[src/rtl/or4_serial_rx_pkg.sv]
// Shared types and helpers for the serial OR receiver.
// Optional parity mode: OR4_SERIAL_RX_PARITY_EN.
package or4_serial_pkg;

    localparam int DEF_WIDTH = 4;
    localparam int MAX_WIDTH = 16;

    typedef enum logic [1:0] {
        IDLE   = 2'd0,
        SHIFT  = 2'd1,
        PARITY = 2'd2
    } state_t;

    // Even parity bit of a word (upper unused bits must be zero).
    function automatic logic even_parity(
        input logic [MAX_WIDTH-1:0] w
    );
        return ^w;
    endfunction

endpackage

[src/rtl/or4_serial_rx_if.sv]
// Serial input, parallel output and flag signals of the receiver.
// Optional parity mode: OR4_SERIAL_RX_PARITY_EN (adds perr).
interface or4_serial_rx_if #(
    parameter int WIDTH = or4_serial_pkg::DEF_WIDTH
);
    logic             sin_valid;
    logic             sin_start;
    logic             sin_a;
    logic             sin_b;
    logic             out_valid;
    logic             out_ready;
    logic [WIDTH-1:0] out_s;
    logic             overrun;
    logic             clr_flags;
`ifdef OR4_SERIAL_RX_PARITY_EN
    logic             perr;
`endif

    modport master (
        output sin_valid,
        output sin_start,
        output sin_a,
        output sin_b,
        output out_ready,
        output clr_flags,
`ifdef OR4_SERIAL_RX_PARITY_EN
        input  perr,
`endif
        input  out_valid,
        input  out_s,
        input  overrun
    );

    modport slave (
        input  sin_valid,
        input  sin_start,
        input  sin_a,
        input  sin_b,
        input  out_ready,
        input  clr_flags,
`ifdef OR4_SERIAL_RX_PARITY_EN
        output perr,
`endif
        output out_valid,
        output out_s,
        output overrun
    );

endinterface

[src/rtl/or4_serial_rx_lane.sv]
// One serial lane: LSB-first shift register plus parity accumulator.
// Optional parity mode: OR4_SERIAL_RX_PARITY_EN.
module or4_serial_lane #(
    parameter int WIDTH = 4
) (
    input  logic             clk,
    input  logic             rst,
    input  logic             i_load,
    input  logic             i_shift,
    input  logic             i_bit,
`ifdef OR4_SERIAL_RX_PARITY_EN
    output logic             o_perr,
`endif
    output logic [WIDTH-1:0] o_word_nxt
);

    logic [WIDTH-1:0] r_word;
    logic [WIDTH-1:0] w_word_nxt;

    // Next word: a start bit clears stale bits, later bits enter at the MSB
    always_comb begin
        w_word_nxt = r_word;
        if (i_load) begin
            w_word_nxt = {i_bit, {(WIDTH-1){1'b0}}};
        end else if (i_shift) begin
            w_word_nxt = {i_bit, r_word[WIDTH-1:1]};
        end
    end

    // Shift register state
    always_ff @(posedge clk) begin
        if (rst) begin
            r_word <= '0;
        end else begin
            r_word <= w_word_nxt;
        end
    end

    assign o_word_nxt = w_word_nxt;

`ifdef OR4_SERIAL_RX_PARITY_EN
    logic r_par;

    // Running XOR of this frame's data bits
    always_ff @(posedge clk) begin
        if (rst) begin
            r_par <= 1'b0;
        end else if (i_load) begin
            r_par <= i_bit;
        end else if (i_shift) begin
            r_par <= r_par ^ i_bit;
        end
    end

    // Only meaningful while the parity bit is on i_bit
    assign o_perr = r_par ^ i_bit;
`endif

endmodule

[src/rtl/or4_serial_rx.sv]
// Deserialises two lanes and presents a|b on a valid/ready register.
// Optional parity mode: OR4_SERIAL_RX_PARITY_EN.
module or4_serial_rx
    import or4_serial_pkg::*;
#(
    parameter int WIDTH = DEF_WIDTH
) (
    input logic           clk,
    input logic           rst,
    or4_serial_rx_if.slave bus
);

    localparam int CW = $clog2(WIDTH + 2);

    state_t           r_state;
    state_t           w_state_nxt;
    logic [CW-1:0]    r_cnt;
    logic [CW-1:0]    w_cnt_nxt;
    logic             w_load;
    logic             w_shift;
    logic             w_done;
    logic             w_ok;
    logic [WIDTH-1:0] w_a_nxt;
    logic [WIDTH-1:0] w_b_nxt;
    logic [WIDTH-1:0] w_res;
    logic             r_out_valid;
    logic [WIDTH-1:0] r_out_s;
    logic             r_overrun;

`ifdef OR4_SERIAL_RX_PARITY_EN
    logic w_pchk;
    logic w_a_perr;
    logic w_b_perr;
    logic w_bad;
    logic r_perr;
`endif

    // Frame FSM and bit counter state
    always_ff @(posedge clk) begin
        if (rst) begin
            r_state <= IDLE;
            r_cnt   <= '0;
        end else begin
            r_state <= w_state_nxt;
            r_cnt   <= w_cnt_nxt;
        end
    end

    // Next state: a start bit restarts from any state
    always_comb begin
        w_state_nxt = r_state;
        w_cnt_nxt   = r_cnt;
        w_load      = 1'b0;
        w_shift     = 1'b0;
        w_done      = 1'b0;
`ifdef OR4_SERIAL_RX_PARITY_EN
        w_pchk      = 1'b0;
`endif
        if (bus.sin_valid && bus.sin_start) begin
            w_load      = 1'b1;
            w_cnt_nxt   = CW'(1);
            w_state_nxt = SHIFT;
        end else if (bus.sin_valid) begin
            unique case (r_state)
                SHIFT: begin
                    w_shift   = 1'b1;
                    w_cnt_nxt = r_cnt + CW'(1);
                    if (r_cnt == CW'(WIDTH - 1)) begin
`ifdef OR4_SERIAL_RX_PARITY_EN
                        w_state_nxt = PARITY;
`else
                        w_done      = 1'b1;
                        w_state_nxt = IDLE;
                        w_cnt_nxt   = '0;
`endif
                    end
                end
`ifdef OR4_SERIAL_RX_PARITY_EN
                PARITY: begin
                    w_pchk      = 1'b1;
                    w_done      = 1'b1;
                    w_state_nxt = IDLE;
                    w_cnt_nxt   = '0;
                end
`endif
                default: begin
                end
            endcase
        end
    end

    or4_serial_lane #(.WIDTH(WIDTH)) u_lane_a (
        .clk       (clk),
        .rst       (rst),
        .i_load    (w_load),
        .i_shift   (w_shift),
        .i_bit     (bus.sin_a),
`ifdef OR4_SERIAL_RX_PARITY_EN
        .o_perr    (w_a_perr),
`endif
        .o_word_nxt(w_a_nxt)
    );

    or4_serial_lane #(.WIDTH(WIDTH)) u_lane_b (
        .clk       (clk),
        .rst       (rst),
        .i_load    (w_load),
        .i_shift   (w_shift),
        .i_bit     (bus.sin_b),
`ifdef OR4_SERIAL_RX_PARITY_EN
        .o_perr    (w_b_perr),
`endif
        .o_word_nxt(w_b_nxt)
    );

    assign w_res = w_a_nxt | w_b_nxt;

`ifdef OR4_SERIAL_RX_PARITY_EN
    assign w_bad = w_pchk & (w_a_perr | w_b_perr);
    assign w_ok  = w_done & ~w_bad;
`else
    assign w_ok  = w_done;
`endif

    // Holding register: load when empty or drained this cycle, else overrun
    always_ff @(posedge clk) begin
        if (rst) begin
            r_out_valid <= 1'b0;
            r_out_s     <= '0;
            r_overrun   <= 1'b0;
        end else begin
            if (w_ok && (!r_out_valid || bus.out_ready)) begin
                r_out_valid <= 1'b1;
                r_out_s     <= w_res;
            end else if (r_out_valid && bus.out_ready) begin
                r_out_valid <= 1'b0;
            end
            if (w_ok && r_out_valid && !bus.out_ready) begin
                r_overrun <= 1'b1;
            end else if (bus.clr_flags) begin
                r_overrun <= 1'b0;
            end
        end
    end

`ifdef OR4_SERIAL_RX_PARITY_EN
    // Sticky parity error; a new error wins over a clear
    always_ff @(posedge clk) begin
        if (rst) begin
            r_perr <= 1'b0;
        end else if (w_bad) begin
            r_perr <= 1'b1;
        end else if (bus.clr_flags) begin
            r_perr <= 1'b0;
        end
    end

    assign bus.perr = r_perr;
`endif

    assign bus.out_valid = r_out_valid;
    assign bus.out_s     = r_out_s;
    assign bus.overrun   = r_overrun;

endmodule

[src/flat_wrapper.sv]
// flat-port wrapper written by rule: the top's interface ports become plain ports
module or4_serial_rx_flat import or4_serial_pkg::*;
#(
    parameter int WIDTH = DEF_WIDTH
)
  (clk, rst, bus_sin_valid, bus_sin_start, bus_sin_a, bus_sin_b, bus_out_ready, bus_clr_flags, bus_out_valid, bus_out_s, bus_overrun);
  or4_serial_rx_if #(.WIDTH(WIDTH)) bus_i ();
  input logic clk;
  input logic rst;
  input wire logic [$bits(bus_i.sin_valid)-1:0] bus_sin_valid;
  input wire logic [$bits(bus_i.sin_start)-1:0] bus_sin_start;
  input wire logic [$bits(bus_i.sin_a)-1:0] bus_sin_a;
  input wire logic [$bits(bus_i.sin_b)-1:0] bus_sin_b;
  input wire logic [$bits(bus_i.out_ready)-1:0] bus_out_ready;
  input wire logic [$bits(bus_i.clr_flags)-1:0] bus_clr_flags;
  output wire logic [$bits(bus_i.out_valid)-1:0] bus_out_valid;
  output wire logic [$bits(bus_i.out_s)-1:0] bus_out_s;
  output wire logic [$bits(bus_i.overrun)-1:0] bus_overrun;
  assign bus_i.sin_valid = bus_sin_valid;
  assign bus_i.sin_start = bus_sin_start;
  assign bus_i.sin_a = bus_sin_a;
  assign bus_i.sin_b = bus_sin_b;
  assign bus_i.out_ready = bus_out_ready;
  assign bus_i.clr_flags = bus_clr_flags;
  assign bus_out_valid = bus_i.out_valid;
  assign bus_out_s = bus_i.out_s;
  assign bus_overrun = bus_i.overrun;
  or4_serial_rx #(.WIDTH(WIDTH)) u_core (.clk(clk), .rst(rst), .bus(bus_i));
endmodule
[config.mk]
export PLATFORM = sky130hd
export DESIGN_NAME = or4_serial_rx_flat
export DESIGN_NICKNAME = d
export VERILOG_FILES = /design/src/rtl/or4_serial_rx_pkg.sv /design/src/rtl/or4_serial_rx_if.sv /design/src/rtl/or4_serial_rx_lane.sv /design/src/rtl/or4_serial_rx.sv /design/src/flat_wrapper.sv
export SDC_FILE = /design/constraint.sdc
export NUM_CORES = 1
export LEC_CHECK = 0
export ABC_CLOCK_PERIOD_IN_PS = 1500
export BUFFER_PORTS_ARGS = -buffer_cell sky130_fd_sc_hd__buf_2
export CAP_MARGIN = 10
export CORE_UTILIZATION = 28
export CTS_CLUSTER_DIAMETER = 50
export DETAILED_ROUTE_END_ITERATION = 6
export SYNTH_ARGS = -nofsm -noshare
export SYNTH_HDL_FRONTEND = slang
export SYNTH_SLANG_ARGS = --single-unit
[constraint.sdc]
create_clock -name clk -period 1.5 [get_ports clk]
set_input_delay 0.15 -clock clk [delete_from_list [all_inputs] [get_ports clk]]
set_output_delay 0.15 -clock clk [all_outputs]
set_load 0.01 [all_outputs]
==> impl_metrics.toml, run 1 <==
[setup_path]
arrival_ns = 1.60
crit_path_top_delay_cell = "dfxtp_1"
crit_family = "simple AND/OR/NAND/NOR gates"
criticalPathCategory = "flop to flop"
critPathCaptureType = "flop"
cp_cell_sequence = "ha_1, nor2b_1, and3_4, nor2_1, a311oi_2"
worstSetupStartpointType = "flop"
critPathMaxFanout = 8
crit_path_max_incr_delay_ns = 0.36
crit_buf_inv = 0
required_ns = 1.70
r2r_slack_ns = 0.1

[final_layout]
n_antenna_cell = 0
layout-drive-gt1-share_pct = 25.0
nFillCells = 241
syn_to_final_growth_pct = 17.5
final_cells = 112
nets = 95
final_cell_mix = "16 x dfxtp_1, 13 x buf_2, 11 x nor2_1"
multiInputGateArea_um2 = 305
final_common_cell = "dfxtp_1"
ff_latch_area_um2 = 320

[detailed_routing]
top_layer = "met4"
drt_first_pass_iters = 4
drt_first_iter_violations = 10
wl_met2_um = 466
wl_met1_um = 610
wire_per_inst_um = 10.3
drc = 0
via_count = 530
wl_mm = 1.15
drtAntennaViolNets = 0
vias_per_cell = 4.73
wl_met3_um = 53

[pwr]
ir_drop_mv = 0.296
p_per_area_nw_per_um2 = 922
total_leakage_power_nw = 0.311

[synth]
syn-cell-area_um2 = 649
ys_ff_latch = 16
syn_nets = 80
synth-simple-area-share_pct = 17.9
synth_top_family_by_area = "compound AO/OA/AOI/OAI gates"
synth_warnings = 0
synth_xor_area_share_pct = 0
synth_cells = 71
syn_avg_cell_area_um2 = 9.15
synth.distinct_cells = 21
synth_compound_area_share_pct = 23.3
muxShareOfSynthArea_pct = 3.08
ys_seq_area_share_pct = 49.3
synthAdderAreaFrac_pct = 1.93

[sta]
fmax_ghz = 0.714
finalSetupViolCount = 0
skew_ns = 0.000383
max_slew.worst_pin.slew_ns = 0.292
setup_tns_ns = 0
final-max-slew-violation-count = 0
finalHoldWorstSlack_ns = 0.106
fin_crit_sh_pct = 93.3
hold_viol = 0
final_period_minus_worst_setup_slack_ns = 1.40
grt_setup_unrepaired = "no"
relSlewSlack_pct = 80.5

[floorplan]
die_h_um = 50.2
ioPinCount = 14
initial_core_util_pct = 29.6
core_um2 = 2190
row_count = 17
dieArea_um2 = 2520
fp.dieW_um = 50.2

[clock_network]
cts_buffers = 3
cts_root_buffer = "clkbuf_4"
cts.sinks = 16
postCtsSetupBuffers = 0
hold_buffers = 0
path_clk_slew_ns = 0.08
cts_htree_levels = 1
clk_latency_ns = 0.28
cts_max_path_buffers = 2
cts_tree = "done"

[global_route]
grt_overflow = 0
grtUsageTotal_pct = 10.1
grt_pass1_wl_mm = 1.86
grt_max_degree = 17
grt_pass1_vias = 451
antenna_found_initial = 0

[place]
place_congestion = 0.745
placedCellCount = 109
dpl.hpwl_um = 843
numPortBuffers = 13

[run]
maxCapViolCount = 0

[run_status]
status = "finished, final reports clean"

[min_path]
hp-class = "primary input to flop"
## metal layers
metal,global-route usage [%],up-vias
li1,-,279
met1,12.7,235
met2,13.8,14
met3,3.03,2
met4,8.57,0
met5,0,-
## layout make-up
class | instances | area share (%)
timing repair buffer | 15 | 10.5
clock buffer | 3 | 2.95
tap | 28 | 4.59
multi-input combinational | 50 | 40.0
sequential | 16 | 42.0
## stage by stage
| stage | total power, mW | area, µm² | utilization [%] | setup slack (ns) |
|---|---|---|---|---|
| global route | 0.744 | 763 | 34.8 | 0.00746 |
| finish | 0.704 | 763 | 34.8 | 0.0998 |
| floorplan | 0.480 | 649 | - | 0.171 |
| detailed placement | 0.500 | 736 | 33.6 | 0.0115 |
| CTS | 0.717 | 759 | 34.7 | 0.0602 |
| global placement | 0.499 | 736 | 33.6 | 0.0679 |
## cells in the mapped netlist
cell      count  area (µm²)
a211oi_1      3        22.5
a21o_1        1        7.51
a21oi_1       6        30.0
a22oi_1       5        37.5
a311oi_2      1        15.0
and3_1        1        6.26
and3b_1       1        8.76
buf_2         2        10.0
buf_6         1        11.3
clkbuf_1      2        7.51
dfxtp_1      16         320
ha_1          1        12.5
mux2i_1       2        20.0
nand2_1       4        15.0
nand2b_1      4        25.0
nor2_1       11        41.3
nor2b_1       1        6.26
nor3b_1       1        7.51
o21ai_0       6        30.0
o311ai_1      1        8.76
or2_2         1        6.26
## sequential cells by signal (all words and copies together), names as in the netlist
signal and flops:
u_core.bus.overrun 1, u_core.r_cnt 3, u_core.bus.out_valid 1, u_core.u_lane_a.r_word 3, u_core.u_lane_b.r_word 3, u_core.r_state 1, u_core.bus.out_s 4
## cells by family (layout without fill, tap and decap cells)
family          Yosys count  in the layout
simple gates             24             24
compound gates           23             23
flops                    16             16
buf+inv                   5             18
mux                       2              2
fa+ha+maj                 1              1
## timing repair
action	4_1_cts	5_1_grt
gates cloned	0	0
endpoints found under the setup margin	1	4
resized for setup	1	1
## where the power goes
part	leakage, nW	internal [mW]	switching [mW]
Combinational	0.167	0.0229	0.0282
Sequential	0.130	0.432	0.00742
Clock	0.0138	0.0930	0.120
Total	0.311	0.548	0.156
## path summary, 6_finish.rpt
path,from,to,cells after the start
setup / recovery,u_core.r_cnt[0],u_core.bus.out_s[2],5
hold / removal,bus_sin_valid,u_core.r_cnt[2],2
setup reg to reg,u_core.r_cnt[0],u_core.bus.out_s[2],5
hold reg to reg,u_core.r_cnt[2],u_core.r_cnt[2],2
No activity file was read; power rests on OpenSTA's default activity.
==> inputs of run 2 (changes only) <==
Settings changed: BUFFER_PORTS_ARGS -buffer_cell sky130_fd_sc_hd__buf_2 to default, DONT_BUFFER_PORTS from default to 1, TNS_END_PERCENT from default to 10.
==> impl_metrics.toml, run 2 (synthesis gave the netlist of run 1 again) <==
[run_status]
status = "finished, final reports clean"

[pwr]
switching_share_pct = 22.6
comb_power_share_pct = 6.1
p_per_area_nw_per_um2 = 1030
switching_power_mw = 0.176
total_leakage_power_nw = 0.273
internal_power_mw = 0.604
clock_power_share_pct = 37.6
p_total_mw = 0.780
ir_drop_mv = 0.299
seq_power_share_pct = 56.3

[global_route]
grt_max_degree = 16
grt_overflow = 0
grt_pass1_wl_mm = 1.97
antenna_found_initial = 0
grt_pass1_vias = 448
grtUsageTotal_pct = 11.0

[floorplan]
row_count = 17
die_h_um = 50.2
ioPinCount = 14
initial_core_util_pct = 29.6
fp.dieW_um = 50.2
dieArea_um2 = 2520
core_um2 = 2190

[setup_path]
r2r_end = "u_core.bus.out_s[2]"
critPathCaptureType = "flop"
worstSetupStartpointType = "flop"
rr_startpoint = "u_core.r_cnt[0]"
crit_path_max_incr_delay_ns = 0.36
critPathMaxFanout = 8
required_ns = 1.71
r2r_slack_ns = 0.13
crit_family = "simple AND/OR/NAND/NOR gates"
crit_buf_inv = 0
arrival_ns = 1.58
cp_cell_sequence = "ha_1, nor2b_2, and3_4, nor2_1, a311oi_2"
criticalPathCategory = "flop to flop"
crit_path_top_delay_cell = "dfxtp_1"
r2r_cells = 5

[sta]
finalHoldWorstSlack_ns = 0.00839
setup_tns_ns = 0
fmax_ghz = 0.731
max_slew.worst_pin.slew_ns = 0.567
grt_setup_unrepaired = "no"
finalSetupViolCount = 0
fin_crit_sh_pct = 91.3
hold_viol = 0
skew_ns = 0.00141
final-max-slew-violation-count = 0
final_period_minus_worst_setup_slack_ns = 1.37
layout_setup_ws_ns = 0.131
relSlewSlack_pct = 62.1

[final_layout]
final_cell_mix = "16 x dfxtp_1, 11 x nor2_1, 6 x o21ai_0, 6 x a21oi_1, 5 x a22oi_1"
syn_to_final_growth_pct = 16.2
n_antenna_cell = 0
ff_latch_area_um2 = 320
nets = 86
layout-drive-gt1-share_pct = 13.2
multiInputGateArea_um2 = 308
final_common_cell = "dfxtp_1"
fin_util_pct = 34.4
largest_reg_flops = 4
nFillCells = 233

[min_path]
min_path_cells = 2
hp-class = "primary input to flop"
hold_start = "bus_sin_valid"
worstHoldEndpoint = "u_core.r_cnt[0]"

[clock_network]
clk_latency_ns = 0.29
cts_max_path_buffers = 2
cts.sinks = 16
cts_tree = "done"
cts_root_buffer = "clkbuf_4"
cts_buffers = 3
cts_htree_levels = 1
path_clk_slew_ns = 0.10

[detailed_routing]
drtAntennaViolNets = 0
wl_mm = 1.26
drc = 0
wire_per_inst_um = 12.1
drt_first_iter_violations = 5
via_count = 518
vias_per_cell = 4.98
drt_first_pass_iters = 4

[run]
maxCapViolCount = 0

[place]
place_congestion = 0.806
numPortBuffers = 0
pre_cts_ws_ns = -0.0397
dpl.hpwl_um = 870
[run 2: cell types whose count changed in the layout (fill, tap and decap cells not counted), sizes merged]
cell         change
buf             -13
clkbuf           +1
dlygate4sd3      +4
[run 2: timing repair]
| action | CTS | global route |
|---|---|---|
| pin swaps | 0 | 0 |
| setup endpoints to repair | 4 | 5 |
| gates resized for setup | 1 | 2 |
| buffers inserted | 0 | 0 |
| gates cloned | 0 | 0 |
| hold endpoints to repair | 16 | 1 |
| hold buffers | 3 | 1 |
[run 2: metrics by stage]
step,cells,cell area (µm²)
2_1_floorplan,71,649
3_3_place_gp,96,671
3_5_place_dp,96,671
4_1_cts,103,738
5_1_grt,104,754
6_report,104,754
[run 2: per-layer routing]
layer,share of wire [%],global-route usage [%],vias up
met5,0,0,-
met4,4.1,11.4,0
met3,5.4,3.64,5
met2,42,15.8,15
met1,48,12.3,239
li1,-,-,259
[run 2: how the worst max path moves through the flow]
| stage | startpoint | to | slack (ns) | depth (start not counted) |
|---|---|---|---|---|
| 2_1_floorplan | u_core.r_cnt[0] | u_core.bus.out_s[2] | 0.17 | 6 |
| 3_3_place_gp | u_core.r_cnt[0] | u_core.bus.out_s[2] | 0.07 | 5 |
| 3_5_place_dp | u_core.r_cnt[0] | u_core.bus.out_s[2] | -0.04 | 5 |
| 4_1_cts | u_core.r_cnt[0] | u_core.bus.out_s[2] | 0.01 | 5 |
| 5_1_grt | u_core.r_cnt[0] | u_core.bus.out_s[1] | 0.02 | 5 |
| 6_report | u_core.r_cnt[0] | u_core.bus.out_s[2] | 0.13 | 5 |
[run 2: power groups by stage]
| stage | Sequential, mW | Combinational, mW | Clock (mW) |
|---|---|---|---|
| floorplan | 0.448 | 0.0324 | 0 |
| global placement | 0.449 | 0.0322 | 0 |
| detailed placement | 0.449 | 0.0333 | 0 |
| CTS | 0.439 | 0.0460 | 0.300 |
| global route | 0.441 | 0.0511 | 0.321 |
| finish | 0.440 | 0.0474 | 0.293 |
[run 2: final cells by class]
| type | instances | area share (%) |
|---|---|---|
| multi-input combinational | 50 | 40.8 |
| clock buffer | 4 | 4.81 |
| sequential | 16 | 42.5 |
| tap | 28 | 4.64 |
| timing repair buffer | 6 | 7.30 |
